**config.mk**
```make
export PLATFORM = sky130hd
export DESIGN_NAME = sram_sp_fifo_ctrl
export DESIGN_NICKNAME = d
export VERILOG_FILES = /design/src/rtl/sram_sp_fifo_ctrl.sv
export SDC_FILE = /design/constraint.sdc
export NUM_CORES = 1
export LEC_CHECK = 0
export CORE_MARGIN = 3
export CORE_UTILIZATION = 50
export CTS_BUF_LIST = sky130_fd_sc_hd__clkbuf_8
export DETAILED_ROUTE_END_ITERATION = 6
export GPL_ROUTABILITY_DRIVEN = 0
export PLACE_DENSITY = 0.86
export SYNTH_ARGS = -nofsm -noshare
export SYNTH_HDL_FRONTEND = slang
export SYNTH_SLANG_ARGS = --single-unit
```
**constraint.sdc**
```tcl
create_clock -name CLK -period 6.5 [get_ports CLK]
set_input_delay 1.3 -clock CLK [delete_from_list [all_inputs] [get_ports CLK]]
set_output_delay 1.3 -clock CLK [all_outputs]
set_load 0.1 [all_outputs]
```
**src/rtl/sram_sp_fifo_ctrl.sv**
```systemverilog
// ============================================================================
// Module   : sram_sp_fifo_ctrl
// Brief    : Streaming FIFO controller over one single-port SRAM macro, with
//            fair read/write port arbitration and a 2-entry output buffer.
// Revision : 1.0 - initial release
// ============================================================================
`default_nettype none

module sram_sp_fifo_ctrl #(
  parameter int ADDR_BITS  = 11,
  parameter int DATA_WIDTH = 64,
  parameter int MEM_DEPTH  = 2048
) (
  input  logic                   CLK,
  input  logic                   RST_N,
  input  logic                   IN_VALID,
  output logic                   IN_READY,
  input  logic [DATA_WIDTH-1:0]  IN_DATA,
  output logic                   OUT_VALID,
  input  logic                   OUT_READY,
  output logic [DATA_WIDTH-1:0]  OUT_DATA,
  output logic [ADDR_BITS+1:0]   COUNT,
  output logic                   SRAM_ME,
  output logic                   SRAM_WE,
  output logic [ADDR_BITS-1:0]   SRAM_ADR,
  output logic [DATA_WIDTH-1:0]  SRAM_D,
  input  logic [DATA_WIDTH-1:0]  SRAM_Q
);

  localparam logic [ADDR_BITS:0]   c_depth   = (ADDR_BITS+1)'(MEM_DEPTH);
  localparam logic [ADDR_BITS-1:0] c_ptr_one = (ADDR_BITS)'(1);
  localparam logic [ADDR_BITS:0]   c_cnt_one = (ADDR_BITS+1)'(1);

  logic [ADDR_BITS-1:0]  r_wr_ptr;
  logic [ADDR_BITS-1:0]  r_rd_ptr;
  logic [ADDR_BITS:0]    r_sram_cnt;
  logic [1:0]            r_ob_cnt;
  logic                  r_rd_inflight;
  logic                  r_arb_last;
  logic [DATA_WIDTH-1:0] r_ob_head;
  logic [DATA_WIDTH-1:0] r_ob_tail;

  logic w_full;
  logic w_rd_want;
  logic w_wr_want;
  logic w_rd_gnt;
  logic w_wr_gnt;
  logic w_contested;
  logic w_pop;
  logic w_cap;

  // A read may only launch if the buffer has room for it once it lands.
  assign w_full      = (r_sram_cnt == c_depth);
  assign w_rd_want   = (r_sram_cnt != '0) &&
                       (({1'b0, r_ob_cnt} + {2'b00, r_rd_inflight}) < 3'd2);
  assign w_wr_want   = RST_N && IN_VALID && !w_full;
  assign w_contested = w_rd_want && w_wr_want;
  assign w_rd_gnt    = w_rd_want && (!w_wr_want || !r_arb_last);
  assign w_wr_gnt    = w_wr_want && !w_rd_gnt;
  assign w_pop       = (r_ob_cnt != 2'd0) && OUT_READY;
  assign w_cap       = r_rd_inflight;

  assign IN_READY  = !w_full && !w_rd_gnt;
  assign OUT_VALID = (r_ob_cnt != 2'd0);
  assign OUT_DATA  = r_ob_head;
  assign COUNT     = {1'b0, r_sram_cnt} + (ADDR_BITS+2)'(r_ob_cnt)
                   + (ADDR_BITS+2)'(r_rd_inflight);

  assign SRAM_ME  = w_rd_gnt || w_wr_gnt;
  assign SRAM_WE  = w_wr_gnt;
  assign SRAM_ADR = w_rd_gnt ? r_rd_ptr : (w_wr_gnt ? r_wr_ptr : '0);
  assign SRAM_D   = w_wr_gnt ? IN_DATA : '0;

  always_ff @(posedge CLK or negedge RST_N) begin
    if (!RST_N) begin
      r_wr_ptr      <= '0;
      r_rd_ptr      <= '0;
      r_sram_cnt    <= '0;
      r_ob_cnt      <= 2'd0;
      r_rd_inflight <= 1'b0;
      r_arb_last    <= 1'b0;
    end else begin
      if (w_wr_gnt) begin
        r_wr_ptr   <= r_wr_ptr + c_ptr_one;
        r_sram_cnt <= r_sram_cnt + c_cnt_one;
      end else if (w_rd_gnt) begin
        r_rd_ptr   <= r_rd_ptr + c_ptr_one;
        r_sram_cnt <= r_sram_cnt - c_cnt_one;
      end
      r_rd_inflight <= w_rd_gnt;
      if (w_contested) begin
        r_arb_last <= w_rd_gnt;
      end
      r_ob_cnt <= r_ob_cnt + {1'b0, w_cap} - {1'b0, w_pop};
    end
  end

  // Head is always a register so OUT_DATA never sees SRAM_Q combinationally.
  always_ff @(posedge CLK or negedge RST_N) begin
    if (!RST_N) begin
      r_ob_head <= '0;
      r_ob_tail <= '0;
    end else if (w_pop) begin
      if (w_cap && (r_ob_cnt == 2'd1)) begin
        r_ob_head <= SRAM_Q;
      end else begin
        r_ob_head <= r_ob_tail;
      end
      if (w_cap && (r_ob_cnt == 2'd2)) begin
        r_ob_tail <= SRAM_Q;
      end
    end else if (w_cap) begin
      if (r_ob_cnt == 2'd0) begin
        r_ob_head <= SRAM_Q;
      end else begin
        r_ob_tail <= SRAM_Q;
      end
    end
  end

endmodule

`default_nettype wire

```
# Word-level counts from Yosys, hierarchy flattened
# Cells that the tools add are included.
# word_totals
out_inout_bits	156
reg_bits	166
elab_cells	62
inputBits	132
# op_classes
eq_ne	5
n_bitwise	1
reduce_logical	25
mux	13
n_lt_le_gt_ge	1
n_addsub	9
# op_table
op	count
two-way mux 64 bit	9
two-way mux 12 bit	2
adder 11 x 1 -> 11 bit, second input constant	2
two-way mux 11 bit	2
adder 12 x 2 -> 13 bit	1
adder 13 x 1 -> 13 bit	1
adder 12 x 1 -> 12 bit, second input constant	1
== test 12 bit, second input constant	1
nonzero test 12 bit	1
subtractor 12 x 1 -> 12 bit, second input constant	1
logical AND 1 bit	10
nonzero test 2 bit	4
zero test 1 bit	4
AND reduction 2 bit	2
adder 2 x 1 -> 3 bit	1
< comparator 3 x 2 -> 1 bit, second input constant	1
AND reduction 3 bit	1
adder 2 x 1 -> 2 bit	1
== test 2 x 1 -> 1 bit, second input constant	1
== test 2 bit, second input constant	1
zero test 2 bit	1
logical OR 1 bit	2
!= test 2 x 1 -> 1 bit, second input constant	1
!= test 2 bit, second input constant	1
other kinds (2)	2

# Logic depth before layout (Yosys ltp)
# depth
ltp_word	10
ltp_mapped	12
mapped_depth_nobuf	11

# Worst setup path before layout
# Ideal clock, no wire load.
# synth_path
kind	input-to-output
start	input RST_N
end	output SRAM_ADR[5]
cell_stages	5
required_ns	5.200
arrival_time_ns	4.284
path_buffers	1
setup_slack_ns	0.916
path_cell_list	and2_1 > o311a_1 > clkbuf_1 > inv_1 > o21ai_0
# synth_via
elab_chain_len	9
# synth_rtl
element	line_no	rtl
start: declaration	15	input logic RST_N,
logical AND 1 bit (*) (2 in a row)	56	assign w_wr_want = RST_N && IN_VALID && !w_full;
zero test 1 bit	58	assign w_rd_gnt = w_rd_want && (!w_wr_want || !r_arb_last);
logical OR 1 bit	58	
logical AND 1 bit	58	
zero test 1 bit	59	assign w_wr_gnt = w_wr_want && !w_rd_gnt;
logical AND 1 bit	59	
two-way mux 11 bit	71	assign SRAM_ADR = w_rd_gnt ? r_rd_ptr : (w_wr_gnt ? r_wr_ptr : '0);
two-way mux 11 bit (*)	71	
end: declaration	25	output logic [ADDR_BITS-1:0] SRAM_ADR,
# Every way passes the cells marked *; elsewhere a longest branch is shown, timed or not.

# Final worst setup path
# layout_path
start	register r_sram_cnt[0]
end	output COUNT[10]
# layout_via
elab_chain_len	2
# layout_rtl
element	line_no	rtl
start: declaration	36	logic [ADDR_BITS:0] r_sram_cnt;
start signal: assignment	85	r_sram_cnt <= r_sram_cnt + c_cnt_one;
start signal: assignment	88	r_sram_cnt <= r_sram_cnt - c_cnt_one;
adder 12 x 2 -> 13 bit	66	assign COUNT = {1'b0, r_sram_cnt} + (ADDR_BITS+2)'(r_ob_cnt)
adder 13 x 1 -> 13 bit	67	+ (ADDR_BITS+2)'(r_rd_inflight);
end: declaration	22	output logic [ADDR_BITS+1:0] COUNT,
# No other way between the ends.

==> results_dict.tcl <==
set metrics [dict create \
    status "complete, no violations" \
    fin_crit_sh_pct 76.9 \
    setup_tns_ns 0 \
    pre_cts_ws_ns 1.56 \
    cap_violations 0 \
    core_um2 15400 \
    timing.final.ws_setup_ns 1.50 \
    hold_viol_final 0 \
    num-nets-final 1175 \
    grt_pass1_wl_um 33000 \
    synth_seq_area_share_pct 52.2 \
    startpoint_type "flip-flop" \
    die_h_um 132 \
    cts_sinks 166 \
    fillers 1110 \
    crit_required_ns 5.20 \
    final_area_um2 11200 \
    syn-num-nets 898 \
    worst_hold_path_type "reg2reg" \
    cts_made_buffers 17 \
    clock_skew_ns 0.0139 \
    overflow 0 \
    synth_flop_cell "dfrtp_1" \
    synth_top_area_share_pct 52.2 \
    avgViaCountPerCell 5.16 \
    dr.first_iter.drc_count 392 \
    clk_pin_slew_ns 0.08 \
    synth_area_per_cell_um2 10.7 \
    rows 45 \
    ios 288 \
    cpPeakStageDelay_ns 1.17 \
    die_w_um 132 \
    synth-seq-cells 166 \
    cp_cell_sequence "inv_1, fa_1, inv_1, fa_1, nand2_1, nor2_1, nand3_1, xnor2_1, clkdlybuf4s50_1" \
    ys_types 40 \
    setup_viol 0 \
    cts_setup_buffers 0 \
    fmax_mhz 200 \
    drive_gt1_share_pct 18.6 \
    synthArstFlopShare_pct 100 \
    grtUsageTotal_pct 23.4 \
    synthCells 745 \
    wl_per_cell_um 16.8 \
    ys_warn_count 0 \
    dieArea_um2 17500 \
    root_buffer "clkbuf_8" \
    cp_slowest_cell "clkdlybuf4s50_1" \
    regArea_um2 4150 \
    multiInputGateArea_um2 3630 \
    end_kind "primary output" \
    synth_area_um2 7960 \
    hold_slack_ns 0.478 \
    cts_resized 0 \
    synth_edf_count 0 \
    grt_pass1_vias 6432 \
    grt_max_degree 83 \
    io_buffers 287 \
    antenna_found_initial 2 \
    finalWirelength_um 20900 \
    drtAntennaViolNets 0 \
    rsz0062_at_grt "no" \
    worstSetupPathType "reg2out" \
    synth_area_leaders "dfrtp_1 52%, mux2_2 9.3%, nand2_1 6.8%" \
    yosysTopAreaCell "dfrtp_1" \
    slew_viol_final 0 \
    critPathMaxFanout 5 \
    period_minus_slack_ns 5.00 \
    relSlewSlack_pct 30.3 \
    dpl-instance-area_um2 10900 \
    cts_hold_buf 0 \
    cts_tree "done" \
    num_vias 6425 \
    synthToLayoutAreaGrowth_pct 40.9 \
    htree_levels 4 \
    tightest_slew_ns 1.04 \
    critPathArrivalTime_ns 3.70 \
    insertion_delay_ns 0.45 \
    clock_tree.buffer_depth 2 \
    dp_hpwl_um 15200 \
    start_util_pct 51.8 \
    drcViolationCount 0 \
    drt_first_pass_iters 4 \
]
## logic make-up (layout without fill, tap and decap cells)
| group | after synthesis | after routing | synth area share, % |
|---|---|---|---|
| other | 0 | 1 | 0 |
| AND/OR/NAND/NOR | 268 | 268 | 15.9 |
| AO/OA/AOI/OAI | 113 | 113 | 9.65 |
| buffers and inverters | 52 | 341 | 2.61 |
| flip-flops | 166 | 166 | 52.2 |
| XOR/XNOR | 44 | 44 | 4.84 |
| adder cells (fa/ha/maj) | 21 | 21 | 3.58 |
| multiplexers | 81 | 81 | 11.2 |
## cell type report
cell class	instances	share of cell area, %
flip-flops and latches	166	37.0
multi-input cells	527	32.4
repair buffers	296	24.5
well taps	211	2.35
clock buffers	19	2.33
clock inverters	12	0.881
inverters	14	0.468
diodes	1	0.0223
## cells in the final DEF (no fill, tap or decap), types with 19 or more instances in the layout
| master | instances |
|---|---|
| a22oi_1 | 50 |
| and2_1 | 67 |
| clkbuf_8 | 19 |
| o21ai_0 | 33 |
| xnor2_1 | 27 |
| buf_4 | 85 |
| mux2_2 | 66 |
| dfrtp_1 | 166 |
| clkdlybuf4s50_1 | 210 |
| nand2_1 | 145 |
## worst max-delay path: cells and delay by family, from the launching register on
| kind | cells | cell delay, ns |
|---|---|---|
| xor+xnor | 1 | 0.19 |
| fa+ha+maj | 2 | 0.68 |
| buf+inv | 3 | 1.38 |
| flops | 1 | 0.46 |
| simple gates | 3 | 0.54 |
## worst paths after layout
kind                               startpoint        endpoint  slack (ns)  depth (start not counted)
worst min register to register   r_rd_ptr[10]    r_rd_ptr[10]        0.48                          1
worst max-delay path            r_sram_cnt[0]       COUNT[10]        1.50                          9
worst max register to register  r_sram_cnt[3]  r_sram_cnt[11]        2.30                         11
worst min-delay path             r_rd_ptr[10]    r_rd_ptr[10]        0.48                          1
min in group asynchronous               RST_N    OUT_DATA[49]        0.72                          1
max in group asynchronous               RST_N     r_wr_ptr[2]        4.44                          2
## through the flow
stage	instances	utilization [%]
final	1246	73.0
after global routing	1246	73.0
after CTS	1245	73.0
after detailed placement	1214	70.6
after global placement	1214	70.6
after floorplan	745	-
## synth_stat cells, types with 2 or more instances
library cell,n
nor3_1,7
nor4_2,2
xnor2_1,27
a21oi_1,8
o211ai_1,2
ha_1,18
a211oi_1,2
xor2_1,17
a22oi_1,50
or3_1,3
fa_1,3
nand3_1,11
nand4_1,6
dfrtp_1,166
inv_1,14
and2_1,67
a21o_1,3
nand2_1,145
nor2_1,18
a22o_1,7
nor2b_1,2
buf_2,10
mux2i_1,15
clkbuf_1,27
o21ai_0,33
a31oi_1,2
mux2_2,66
and3_1,2
## registers in the layout, summed over array words and instances (netlist names)
name           flops
r_sram_cnt        12
r_ob_cnt           2
r_arb_last         1
r_ob_tail         64
r_rd_ptr          11
r_rd_inflight      1
r_wr_ptr          11
OUT_DATA          64
## routing by layer
metal  share of wire, %  wire length, µm  GRT usage [%]
met1                 41             8500           28.3
met2                 51            10700           41.3
met5              0.062               13              0
met3                6.0             1240           5.92
met4                1.9              393           7.16
Power is not shown: default switching activity piles up to over one toggle a cycle in this logic, so the estimate is an artifact.
